File: config.mk
export PLATFORM = sky130hd
export DESIGN_NAME = hazard_forward_unit_flat
export DESIGN_NICKNAME = d
export VERILOG_FILES = /design/src/rtl/hazard_forward_unit_if.sv /design/src/rtl/hazard_forward_unit.sv /design/src/flat_wrapper.sv
export SDC_FILE = /design/constraint.sdc
export NUM_CORES = 1
export LEC_CHECK = 0
export CAP_MARGIN = 15
export CELL_PAD_IN_SITES_DETAIL_PLACEMENT = 1
export CELL_PAD_IN_SITES_GLOBAL_PLACEMENT = 1
export CORE_MARGIN = 2
export CORE_UTILIZATION = 39
export CTS_BUF_LIST = sky130_fd_sc_hd__clkbuf_16
export CTS_CLUSTER_DIAMETER = 40
export DETAILED_ROUTE_END_ITERATION = 12
export GPL_TIMING_DRIVEN = 0
export HOLD_SLACK_MARGIN = 0.08
export MAX_ROUTING_LAYER = met4
export PLACE_DENSITY = 0.92
export SETUP_SLACK_MARGIN = 0.3
export SYNTH_ARGS = -nofsm -noshare
export SYNTH_HDL_FRONTEND = slang
export SYNTH_SLANG_ARGS = --single-unit
export TNS_END_PERCENT = 50
File: constraint.sdc
create_clock -name clk -period 3 [get_ports clk]
set_input_delay 0.6 -clock clk [delete_from_list [all_inputs] [get_ports clk]]
set_output_delay 0.6 -clock clk [all_outputs]
set_load 0.01 [all_outputs]
File: src/rtl/hazard_forward_unit_if.sv
// Decode-side bundle for the hazard/forwarding unit: instruction operands in, stall/forward/status out.
interface hazard_forward_unit_if #(
    parameter int RW        = 5,
    parameter int NUM_SRC   = 2,
    parameter int SW        = 2,
    parameter int CNT_WIDTH = 32
);
    logic                   id_valid;
    logic [NUM_SRC*RW-1:0]  id_src;
    logic [NUM_SRC-1:0]     id_src_used;
    logic [RW-1:0]          id_dst;
    logic                   id_reg_write;
    logic                   id_is_load;
    logic                   flush;
    logic                   halt;
    logic                   stall;
    logic [NUM_SRC*SW-1:0]  fwd_sel;
    logic [CNT_WIDTH-1:0]   stall_count;
    logic [CNT_WIDTH-1:0]   hazard_count;
    logic                   halted;

    modport master (
        output id_valid, id_src, id_src_used, id_dst, id_reg_write, id_is_load, flush, halt,
        input  stall, fwd_sel, stall_count, hazard_count, halted
    );

    modport slave (
        input  id_valid, id_src, id_src_used, id_dst, id_reg_write, id_is_load, flush, halt,
        output stall, fwd_sel, stall_count, hazard_count, halted
    );
endinterface

File: src/rtl/hazard_forward_unit.sv
// Hazard detection and operand-forward select for the MIPS-lite pipeline; MIPS_FORWARDING_EN enables bypassing.
// Latency: stall/fwd_sel are combinational from id_* and the scoreboard; counters and FSM update on the next edge.
// Backpressure: stall holds IF/ID and injects a bubble; without forwarding a reader waits until its producer retires.
module hazard_forward_unit #(
    parameter int REGISTERNUMBER = 32,
    parameter int NUM_SRC        = 2,
    parameter int FWD_STAGES     = 3,
    parameter int CNT_WIDTH      = 32
) (
    input  logic                clk,
    input  logic                reset_n,
    hazard_forward_unit_if.slave bus
);
    localparam int RW = $clog2(REGISTERNUMBER);
    localparam int SW = $clog2(FWD_STAGES + 1);

    typedef enum logic [1:0] {RUN, DRAIN, HALTED} state_t;

    state_t                         state;
    state_t                         state_nxt;
    logic [SW-1:0]                  drain_cnt;
    logic [SW-1:0]                  drain_cnt_nxt;

    logic [FWD_STAGES-1:0]          sb_vld;
    logic [FWD_STAGES-1:0][RW-1:0]  sb_dst;

    logic                           run;
    logic                           gate;
    logic                           raw_stall;
    logic                           stall;
    logic                           accept;
    logic                           any_match;
    logic                           dep_seen;
    logic [NUM_SRC-1:0]             hit;
    logic [NUM_SRC*SW-1:0]          fwd_sel;
    logic [CNT_WIDTH-1:0]           stall_cnt;
    logic [CNT_WIDTH-1:0]           hazard_cnt;

`ifdef MIPS_FORWARDING_EN
    logic [FWD_STAGES-1:0]          sb_ld;
    logic [NUM_SRC-1:0][SW-1:0]     win;
`else
    logic                           unused_is_load;
    assign unused_is_load = bus.id_is_load;
`endif

    assign run       = (state == RUN);
    assign gate      = bus.id_valid & ~bus.flush & run;
    assign accept    = gate & ~raw_stall;
    assign any_match = |hit;

    // Scan oldest to youngest so the youngest matching stage is left as the winner.
    always_comb begin
        hit = '0;
`ifdef MIPS_FORWARDING_EN
        win = '0;
`endif
        for (int k = 0; k < NUM_SRC; k++) begin
            for (int i = FWD_STAGES - 1; i >= 0; i--) begin
                if (sb_vld[i] && bus.id_src_used[k] &&
                    (sb_dst[i] == bus.id_src[k*RW +: RW]) &&
                    (bus.id_src[k*RW +: RW] != '0)) begin
                    hit[k] = 1'b1;
`ifdef MIPS_FORWARDING_EN
                    win[k] = SW'(i);
`endif
                end
            end
        end
    end

    always_comb begin
        raw_stall = 1'b0;
        fwd_sel   = '0;
        for (int k = 0; k < NUM_SRC; k++) begin
`ifdef MIPS_FORWARDING_EN
            if (hit[k] && (win[k] == '0) && sb_ld[0]) raw_stall = 1'b1;
`else
            if (hit[k]) raw_stall = 1'b1;
`endif
        end
        stall = gate & raw_stall;
`ifdef MIPS_FORWARDING_EN
        for (int k = 0; k < NUM_SRC; k++) begin
            if (gate && !raw_stall && hit[k]) fwd_sel[k*SW +: SW] = win[k] + 1'b1;
        end
`endif
    end

    // Scoreboard shifts every clock; only accepted register writers occupy the EX slot.
    always_ff @(posedge clk or negedge reset_n) begin
        if (!reset_n) begin
            sb_vld <= '0;
            sb_dst <= '0;
`ifdef MIPS_FORWARDING_EN
            sb_ld  <= '0;
`endif
        end else begin
            for (int i = FWD_STAGES - 1; i > 0; i--) begin
                sb_vld[i] <= sb_vld[i-1];
                sb_dst[i] <= sb_dst[i-1];
`ifdef MIPS_FORWARDING_EN
                sb_ld[i]  <= sb_ld[i-1];
`endif
            end
            sb_vld[0] <= accept & bus.id_reg_write;
            sb_dst[0] <= bus.id_dst;
`ifdef MIPS_FORWARDING_EN
            sb_ld[0]  <= bus.id_is_load;
`endif
            if (state == HALTED) sb_vld <= '0;
        end
    end

    always_comb begin
        state_nxt     = state;
        drain_cnt_nxt = drain_cnt;
        case (state)
            RUN: begin
                if (accept && bus.halt) begin
                    state_nxt     = DRAIN;
                    drain_cnt_nxt = SW'(FWD_STAGES);
                end
            end
            DRAIN: begin
                if (drain_cnt == SW'(1)) state_nxt = HALTED;
                else                     drain_cnt_nxt = drain_cnt - 1'b1;
            end
            default: ;
        endcase
    end

    always_ff @(posedge clk or negedge reset_n) begin
        if (!reset_n) begin
            state     <= RUN;
            drain_cnt <= '0;
        end else begin
            state     <= state_nxt;
            drain_cnt <= drain_cnt_nxt;
        end
    end

    always_ff @(posedge clk or negedge reset_n) begin
        if (!reset_n) begin
            stall_cnt  <= '0;
            hazard_cnt <= '0;
            dep_seen   <= 1'b0;
        end else if (run) begin
            if (stall && (stall_cnt != '1)) stall_cnt <= stall_cnt + 1'b1;
            if (accept && (any_match || dep_seen) && (hazard_cnt != '1))
                hazard_cnt <= hazard_cnt + 1'b1;
            if (bus.flush || accept) dep_seen <= 1'b0;
            else if (stall)          dep_seen <= 1'b1;
        end
    end

    assign bus.stall        = stall;
    assign bus.fwd_sel      = fwd_sel;
    assign bus.stall_count  = stall_cnt;
    assign bus.hazard_count = hazard_cnt;
    assign bus.halted       = (state == HALTED);
endmodule

File: src/flat_wrapper.sv
// flat-port wrapper written by rule: the top's interface ports become plain ports
module hazard_forward_unit_flat 
#(
    parameter int REGISTERNUMBER = 32,
    parameter int NUM_SRC        = 2,
    parameter int FWD_STAGES     = 3,
    parameter int CNT_WIDTH      = 32
)
  (clk, reset_n, bus_id_valid, bus_id_src, bus_id_src_used, bus_id_dst, bus_id_reg_write, bus_id_is_load, bus_flush, bus_halt, bus_stall, bus_fwd_sel, bus_stall_count, bus_hazard_count, bus_halted);
  hazard_forward_unit_if #(.RW((5)), .NUM_SRC(NUM_SRC), .SW((2)), .CNT_WIDTH(CNT_WIDTH)) bus_i ();
  input  logic clk;
  input  logic reset_n;
  input wire logic [$bits(bus_i.id_valid)-1:0] bus_id_valid;
  input wire logic [$bits(bus_i.id_src)-1:0] bus_id_src;
  input wire logic [$bits(bus_i.id_src_used)-1:0] bus_id_src_used;
  input wire logic [$bits(bus_i.id_dst)-1:0] bus_id_dst;
  input wire logic [$bits(bus_i.id_reg_write)-1:0] bus_id_reg_write;
  input wire logic [$bits(bus_i.id_is_load)-1:0] bus_id_is_load;
  input wire logic [$bits(bus_i.flush)-1:0] bus_flush;
  input wire logic [$bits(bus_i.halt)-1:0] bus_halt;
  output wire logic [$bits(bus_i.stall)-1:0] bus_stall;
  output wire logic [$bits(bus_i.fwd_sel)-1:0] bus_fwd_sel;
  output wire logic [$bits(bus_i.stall_count)-1:0] bus_stall_count;
  output wire logic [$bits(bus_i.hazard_count)-1:0] bus_hazard_count;
  output wire logic [$bits(bus_i.halted)-1:0] bus_halted;
  assign bus_i.id_valid = bus_id_valid;
  assign bus_i.id_src = bus_id_src;
  assign bus_i.id_src_used = bus_id_src_used;
  assign bus_i.id_dst = bus_id_dst;
  assign bus_i.id_reg_write = bus_id_reg_write;
  assign bus_i.id_is_load = bus_id_is_load;
  assign bus_i.flush = bus_flush;
  assign bus_i.halt = bus_halt;
  assign bus_stall = bus_i.stall;
  assign bus_fwd_sel = bus_i.fwd_sel;
  assign bus_stall_count = bus_i.stall_count;
  assign bus_hazard_count = bus_i.hazard_count;
  assign bus_halted = bus_i.halted;
  hazard_forward_unit #(.REGISTERNUMBER(REGISTERNUMBER), .NUM_SRC(NUM_SRC), .FWD_STAGES(FWD_STAGES), .CNT_WIDTH(CNT_WIDTH)) u_core (.clk(clk), .reset_n(reset_n), .bus(bus_i));
endmodule
* Word level (Yosys, flattened, before mapping)
Cells that the tools add are included.
** Word-level totals
- Register bits after elaboration :: 87
- Input port bits :: 24
** Cells by class
- Add/subtract/negate cells :: 3
- Eq/ne operators :: 14
- Muxes and demuxes :: 17
- Bitwise logic cells :: 7
- Reduce and logical (&&, ||, !) cells :: 35
** Operator list (number)
- adder 32 x 1 -> 32 bit (second input constant) :: 2
- inequality test 32 bit (second input constant) :: 2
- equality test 5 bit :: 6
- logical AND 1 bit :: 22
- two-way mux 1 bit :: 10
- nonzero test 5 bit :: 2
- two-way mux 2 bit :: 4
- one-hot mux 2 bit (2 select lines) :: 2
- AND reduction 2 bit :: 3
- AND reduction 3 bit :: 2
- bitwise AND 1 bit :: 5
- equality test 2 x 1 -> 1 bit (second input constant) :: 2
- inequality test 2 bit (second input constant) :: 2
- nonzero test 2 bit :: 2
- two-way mux 3 bit :: 1
- equality test 2 bit (second input constant) :: 1
- zero test 2 bit :: 1
- logical OR 1 bit :: 2
- inequality test 2 x 1 -> 1 bit (second input constant) :: 1
- NOT 1 bit :: 2
- OR reduction 2 bit :: 1
- subtractor 2 x 1 -> 2 bit (second input constant) :: 1

* Depth between registers and ports, before layout
Gate-level depths: netlist of run 1.
- Word-level depth :: 13
- Depth in mapped cells :: 10
- Depth with buffers taken out :: 8

* Worst setup path before layout of run 1
OpenSTA, ideal clock, no wires.
- Path kind :: input-to-reg
- Start :: input port bus_id_src[0]
- End :: register u_core.hazard_cnt[12], in the netlist u_core.bus.hazard_count[12]
- Arrival time :: 2.309 ns
- Setup slack :: 0.563 ns
- Stages on the path :: 9
- Path through :: or4_1 o21ai_1 a31oi_1 or2_1 buf_6 a311oi_4 buf_6 nand4_1 xnor2_1
** On the way
- Longest elaborated chain between the ends :: 13
- Elaborated cells between the ends (all ways) :: 22
- Those cells by class :: eq/ne (3); mux (5); bitwise (2); reduce/logical (12)
** Ends and longest elaborated chain
- from (decl) :: line flat_wrapper.sv:14 : input wire logic [$bits(bus_i.id_src)-1:0] bus_id_src;
- equality test 5 bit :: line hazard_forward_unit.sv:61 : (sb_dst[i] == bus.id_src[k*RW +: RW]) &&
- logical AND 1 bit :: line hazard_forward_unit.sv:60 : if (sb_vld[i] && bus.id_src_used[k] &&
- logical AND 1 bit :: line hazard_forward_unit.sv:61
- two-way mux 1 bit (2 in series) :: line hazard_forward_unit.sv:60
- two-way mux 1 bit * :: line hazard_forward_unit.sv:60
- two-way mux 1 bit (2 in series) :: line hazard_forward_unit.sv:79 : if (hit[k]) raw_stall = 1'b1;
- NOT 1 bit :: line hazard_forward_unit.sv:49 : assign accept = gate & ~raw_stall;
- bitwise AND 1 bit :: line hazard_forward_unit.sv:49
- logical AND 1 bit * (2 in series) :: line hazard_forward_unit.sv:150 : if (accept && (any_match || dep_seen) && (hazard_cnt != '1))
- AND reduction 2 bit (no source line) *
- to (signal assigned) :: line hazard_forward_unit.sv:151 : hazard_cnt <= hazard_cnt + 1'b1;
- to (decl) :: line hazard_forward_unit.sv:37 : logic [CNT_WIDTH-1:0] hazard_cnt;
Every way passes the cells marked *; elsewhere a longest branch is shown, timed or not.
A chain may end at the register's enable or synchronous reset.

* Final worst setup path of run 1
- Start :: input port bus_id_src[2]
- End :: output port bus_stall
** On the way
- Longest elaborated chain between the ends :: 9
- Elaborated cells between the ends (all ways) :: 16
- Those cells by class :: eq/ne (3); mux (5); bitwise (1); reduce/logical (7)
** Ends and longest elaborated chain
- equality test 5 bit :: line hazard_forward_unit.sv:61
- logical AND 1 bit :: line hazard_forward_unit.sv:60
- logical AND 1 bit :: line hazard_forward_unit.sv:61
- two-way mux 1 bit (2 in series) :: line hazard_forward_unit.sv:60
- two-way mux 1 bit * :: line hazard_forward_unit.sv:60
- two-way mux 1 bit * (2 in series) :: line hazard_forward_unit.sv:79
- bitwise AND 1 bit * :: line hazard_forward_unit.sv:82 : stall = gate & raw_stall;
- to (decl) :: line flat_wrapper.sv:21 : output wire logic [$bits(bus_i.stall)-1:0] bus_stall;
Marks and branches as above.

==> impl_metrics.csv, run 1 <==
group,metric,value,unit
synthesis,ys.flop_type,"dfrtp_1",
routing,route.vias.total,3272,
synthesis,synth.most_common_cell,"dfrtp_1",
synthesis,synth.largest_area_cell,"dfrtp_1",
global_route,gr-usage-all-layers,21.2,%
synthesis,ys_seq_area_share,52.3,%
routing,wl_per_cell,18.0,um
finish,fillers,1110,
sta,timing.final.crit_share,89.4,%
sta,tightestPinTransition,0.548,ns
synthesis,async_flop_share,100,%
clock_network,cts_hold_buf,0,
setup_path,cp-end-kind,"output port",
routing,antenna_left,0,
clock_network,cts_made_buffers,9,
setup_path,cp-start-kind,"input pin",
synthesis,synth_top_area_share,52.3,%
power,powerDensity,422,nW/um^2
global_route,antenna_found_initial,0,
clock_network,clkSinkCount,87,
floorplanning,die_w,107,um
floorplanning,rows,37,
setup_path,r2r_setup_slack,0.47,ns
power,leakage,2.49,nW
synthesis,synthTopCellsByArea,"dfrtp_1 (52%), xor2_1 (10%), xnor2_1 (9.3%)",
synthesis,synth.top_cells.by_count,"dfrtp_1 (87), xor2_1 (48), xnor2_1 (44)",
placed_design,hpwlAfterDp,8.10,mm
floorplanning,ios,94,
finish,fin_util,54.4,%
floorplanning,die_h,107,um
setup_path,cp.required,2.40,ns
synthesis,synth.avg_cell_area,11.0,um^2
routing,routed_wl,11.3,mm
routing,route.detailed.drc,0,
sta,rsz0062_at_grt,"true",
routing,avgViaCountPerCell,5.20,
sta,fmax,0.373,GHz
setup_path,crit_start,"bus_id_src[2]",
floorplanning,coreArea,10300,um^2
sta,final.min_clock_period,2.68,ns
setup_path,worstPathArrival,2.08,ns
placed_design,placed_cells,606,
finish,fin_cells,629,
setup_path,worstPathMaxFanout,4,
sta,setup_viol,0,
flow_run,max_cap_violations,0,
placed_design,gp_congestion,0.781,
setup_path,r2r_start,"u_core.bus.stall_count[7]$_DFFE_PN0P_",
setup_path,rr_endpoint,"u_core.bus.stall_count[16]$_DFFE_PN0P_",
power,peakVddDrop,195,uV
sta,finClkSkew,0.00587,ns
finish,syn2layout_area_growth,34.9,%
finish,finish.instance_area,5620,um^2
finish,antenna_cells,0,
placed_design,numPortBuffers,88,
sta,tns,0,ns
synthesis,synth_cells,378,
clock_network,clkLatencyLatePin,0.34,ns
setup_path,critPathKind,"in -> out",
clock_network,cts_root_buf,"clkbuf_16",
worst_hold_path,hold_path_class,"in -> async",
routing,drt_iter0_markers,99,
clock_network,h-tree-depth,3,
placed_design,place_area,5250,um^2
global_route,grt_pass1_vias,3532,
floorplanning,start_util,40.3,%
synthesis,synth_edf_count,0,
global_route,grt-ovfl-total,0,
synthesis,synth_seq_cells,87,
synthesis,netlist_area,4160,um^2
setup_path,worstRegToRegCells,9,
sta,finalMaxSlewViolations,0,
floorplanning,dieArea,11500,um^2
clock_network,path_clk_slew,0.06,ns
clock_network,tritoncts,"yes",
synthesis,synth.distinct_cells,44,
sta,relSlewSlack,63.3,%
global_route,grt_max_degree,56,
finish,layout.nets,516,
routing,dr.pass1.iters,6,
global_route,grt_pass1_wl,18.6,mm
status,status,"complete, no violations",
synthesis,yosysWarnings,0,
sta,final_hold_viol_count,0,
clock_network,cts_buffer_depth,2,
finish,layout-drive-gt1-share,13.0,%
==> metal layers <==
metal	vias up	GRT usage, %	wire, um
met5	-	-	0
met4	0	7.60	185
met1	1674	26.7	4800
met2	61	35.8	6050
met3	10	2.18	307
li1	1527	-	-
==> final cells by class <==
type / instances / area [um^2] / area share, %
Sequential cell: 87 / 2180 / 38.8
Inverter: 5 / 18.8 / 0.334
Multi-Input combinational cell: 276 / 1950 / 34.7
Buffer: 13 / 98.8 / 1.76
Clock buffer: 9 / 225 / 4.01
Clock inverter: 6 / 48.8 / 0.869
Timing Repair Buffer: 97 / 930 / 16.6
Tap cell: 136 / 170 / 3.03
==> per-stage QoR <==
step,setup slack (ns),power (W),hold WS (ns)
finish,0.319,0.00237,0.203
global route,0.223,0.00245,0.236
detailed placement,-0.661,0.00133,0.426
floorplan,0.563,0.00125,0.304
CTS,0.222,0.00239,0.222
global placement,-1.77,0.00132,0.416
==> sequential cells by signal, summed over array words and instances (netlist names) <==
register / cells
u_core.bus.hazard_count: 32
u_core.bus.stall_count: 32
u_core.sb_dst: 15
u_core.sb_vld: 3
u_core.drain_cnt: 2
u_core.state: 2
u_core.dep_seen: 1
==> cells in the final DEF, fill, tap and decap left out, types with 2 or more instances in the layout <==
| cell type | synthesis | final |
|---|---|---|
| dfrtp_1 | 87 | 87 |
| clkdlybuf4s50_1 | 0 | 76 |
| xor2_1 | 48 | 48 |
| xnor2_1 | 44 | 44 |
| nand3_1 | 36 | 34 |
| nand2_1 | 27 | 26 |
| nand4_1 | 22 | 22 |
| nor2_1 | 16 | 16 |
| nor3_1 | 14 | 14 |
| buf_4 | 4 | 13 |
| and3_1 | 12 | 12 |
| inv_1 | 5 | 9 |
| buf_2 | 4 | 9 |
| clkbuf_16 | 0 | 9 |
| and2_1 | 8 | 8 |
| nor4_2 | 2 | 6 |
| nor4_1 | 8 | 4 |
| buf_6 | 3 | 4 |
| conb_1 | 1 | 4 |
| clkbuf_4 | 0 | 3 |
| ha_1 | 3 | 3 |
| a31oi_1 | 2 | 2 |
| nor2b_1 | 2 | 2 |
| and3_4 | 2 | 2 |
| clkbuf_1 | 2 | 2 |
| or2_2 | 2 | 2 |
| nand3_2 | 0 | 2 |
| a21oi_1 | 2 | 2 |
| clkdlybuf4s15_2 | 0 | 2 |
==> worst max-delay path, stage by stage <==
cell,delay [ns]
buf_2,0.14
or4_4,0.54
o21ai_2,0.15
a31oi_1,0.05
or2_1,0.24
buf_6,0.13
nand2_4,0.07
inv_2,0.03
buf_2,0.12
==> power breakdown <==
part	internal [W]	total [W]	leakage [nW]	switching, W
Clock	0.000626	0.00106	0.152	0.000436
Sequential	0.00118	0.00120	1.17	0.0000114
Combinational	0.0000489	0.000111	1.17	0.0000621
==> worst max-delay path by stage <==
stage | to | slack (ns) | cells after the start
2_1_floorplan | u_core.bus.hazard_count[12]$_DFFE_PN0P_ | 0.56 | 9
3_3_place_gp | u_core.bus.stall_count[18]$_DFFE_PN0P_ | -1.77 | 1
3_5_place_dp | bus_stall | -0.66 | 10
4_1_cts | bus_stall | 0.22 | 9
5_1_grt | u_core.bus.hazard_count[8]$_DFFE_PN0P_ | 0.22 | 11
6_report | bus_stall | 0.32 | 9
==> cells by family (layout without fill, tap and decap cells) <==
group	Yosys count	after routing	synth area share, %
buffers and inverters	18	130	2.64
other	1	4	0.0901
xor gates and xnor gates	92	92	19.4
and+or+nand+nor	162	162	21.4
muxes	1	1	0.270
adders and majority gates	3	3	0.902
DFF	87	87	52.3
AOI/OAI and AO/OA	14	14	3.04
==> what timing repair did <==
action	CTS	global route
resized for setup	46	16
setup buffers	1	6
pin swaps	13	20
setup endpoints to repair	57	49
hold endpoints to repair	0	0
cloned	0	1
No activity file was read; power rests on OpenSTA's default activity.
==> inputs of run 2 (changes only) <==
- PLACE_DENSITY: 0.92 -> unset
- PLACE_DENSITY_LB_ADDON: unset -> 0.1
==> run 2 against run 1 <==
Against the previous run:
- wire length fell by 8.9%
- register-to-register slack improved by 0.03 ns
- clock power fell by 8%
- total power fell by 3.5%
- combinational power barely moved
- sequential power barely moved
- critical endpoint unchanged
- core utilization fell by 0.18 points
- hold slack improved by 0.034 ns
- flip-flop and latch count did not move
- clock skew rose by 0.0015 ns
- fmax rose by 2.1%
==> impl_metrics.csv, run 2 (synthesis gave the netlist of run 1 again) <==
group,metric,value,unit
status,status,"complete, no violations",
sta,finClkSkew,0.00733,ns
finish,syn2layout_area_growth,34.4,%
finish,seqCellArea,2180,um^2
floorplanning,rows,37,
finish,fin_util,54.2,%
sta,final.min_clock_period,2.63,ns
finish,fillers,1132,
sta,finalMaxSlewViolations,0,
finish,finish.instance_area,5600,um^2
setup_path,critPathKind,"in -> out",
sta,setup_viol,0,
sta,relSlewSlack,56.9,%
finish,antenna_cells,0,
sta,final_hold_viol_count,0,
routing,routed_wl,10.3,mm
worst_hold_path,hold_path_class,"in -> async",
placed_design,numPortBuffers,88,
clock_network,cts_buffer_depth,2,
global_route,grt_pass1_vias,3404,
setup_path,crit_chain,"buf_4, or4_4, o21ai_2, a31oi_1, or2_1, buf_6, nand2_4, inv_2, buf_6",
routing,dr.pass1.iters,4,
sta,timing.final.crit_share,87.5,%
sta,rsz0062_at_grt,"true",
clock_network,cts_made_buffers,9,
setup_path,cp.required,2.40,ns
setup_path,cp_common_cell,"buf_6",
setup_path,max_stage_delay,0.53,ns
routing,antenna_left,0,
routing,route.vias.total,3214,
floorplanning,start_util,40.3,%
finish,layout_common_cells,"dfrtp_1 (87), clkdlybuf4s50_1 (76), xor2_1 (48)",
global_route,grt-ovfl-total,0,
routing,wl_per_cell,16.5,um
clock_network,clkLatencyLatePin,0.33,ns
global_route,antenna_found_initial,0,
clock_network,h-tree-depth,3,
global_route,grt_max_degree,51,
finish,multi_input_area,1970,um^2
setup_path,cp-start-kind,"input pin",
sta,tightestPinTransition,0.644,ns
finish,layout.nets,513,
sta,fmax,0.381,GHz
floorplanning,ios,94,
finish,final_common_cell,"dfrtp_1",
power,peakVddDrop,317,uV
floorplanning,die_h,107,um
setup_path,worstPathMaxFanout,4,
placed_design,hpwlAfterDp,7.55,mm
global_route,gr-usage-all-layers,19.7,%
global_route,grt_pass1_wl,17.2,mm
routing,route.detailed.drc,0,
power,powerDensity,408,nW/um^2
finish,layout-drive-gt1-share,13.6,%
floorplanning,dieArea,11500,um^2
setup_path,cp-end-kind,"output port",
setup_path,worstPathArrival,2.03,ns
floorplanning,die_w,107,um
setup_path,r2r_setup_slack,0.50,ns
clock_network,cts_root_buf,"clkbuf_16",
clock_network,tritoncts,"yes",
power,power,0.00228,W
clock_network,clkSinkCount,87,
clock_network,path_clk_slew,0.06,ns
floorplanning,coreArea,10300,um^2
routing,drt_iter0_markers,96,
placed_design,gp_congestion,0.805,
flow_run,max_cap_violations,0,
placed_design,placed_cells,606,
placed_design,place_area,5250,um^2
setup_path,slowest_stage,"or4_4",
finish,fin_cells,627,
routing,avgViaCountPerCell,5.13,
power,leakage,2.48,nW
clock_network,cts_hold_buf,0,
-- run 2: cell types whose count changed in the layout (fill, tap and decap cells not counted), sizes merged --
cell | previous run | this run
clkinv | 0 | 6
bufinv | 1 | 0
buf | 27 | 25
inv | 10 | 6
clkbuf | 14 | 13
-- run 2: what timing repair did --
action | 4_1_cts | 5_1_grt
resized for setup | 50 | 13
endpoints found under the setup margin | 53 | 37
pin swaps | 11 | 15
buffers inserted | 1 | 4
-- run 2: worst paths after layout --
check,startpoint,end,cells past startpoint
worst max-delay path,bus_id_src[5],bus_stall,9
worst min-delay path,reset_n,u_core.bus.stall_count[10]$_DFFE_PN0P_,1
worst max register to register,u_core.sb_dst[6]$_DFF_PN0_,u_core.bus.stall_count[20]$_DFFE_PN0P_,11
worst min register to register,u_core.sb_dst[7]$_DFF_PN0_,u_core.sb_dst[12]$_DFF_PN0_,0
max in group asynchronous,reset_n,u_core.drain_cnt[0]$_DFFE_PN0P_,2
min in group clk,u_core.sb_dst[7]$_DFF_PN0_,u_core.sb_dst[12]$_DFF_PN0_,0
-- run 2: critical path, delay by kind of cell --
| kind | cells | cell delay (ns) |
|---|---|---|
| and+or+nand+nor | 3 | 0.81 |
| AOI/OAI and AO/OA | 2 | 0.20 |
| buffers and inverters | 4 | 0.42 |
-- run 2: stage by stage --
stage / hold WS, ns / setup WS (ns) / setup TNS (ns)
3_3_place_gp: 0.417 / -1.99 / -181.05
5_1_grt: 0.269 / 0.286 / 0
4_1_cts: 0.247 / 0.321 / 0
3_5_place_dp: 0.424 / -0.639 / -9.66
6_report: 0.237 / 0.375 / 0
2_1_floorplan: 0.304 / 0.563 / 0
-- run 2: power breakdown --
group	internal, W	switching [W]	total, W
sequential	0.00118	0.0000109	0.00119
combinational	0.0000509	0.0000621	0.000113
clock	0.000546	0.000430	0.000976
total	0.00178	0.000503	0.00228
-- run 2: layout make-up --
class	instances	share of cell area [%]
flip-flops and latches	87	38.9
multi-input cells	276	35.2
repair buffers	94	16.3
clock buffers	9	4.02
well taps	136	3.04
plain buffers	13	1.72
clock inverters	7	0.559
inverters	5	0.335
-- run 2: per-layer routing --
layer / global-route usage [%] / share of wire, %
met5: - / 0
met4: 6.14 / 1.2
met3: 4.60 / 4.5
met2: 29.9 / 47
met1: 26.5 / 47
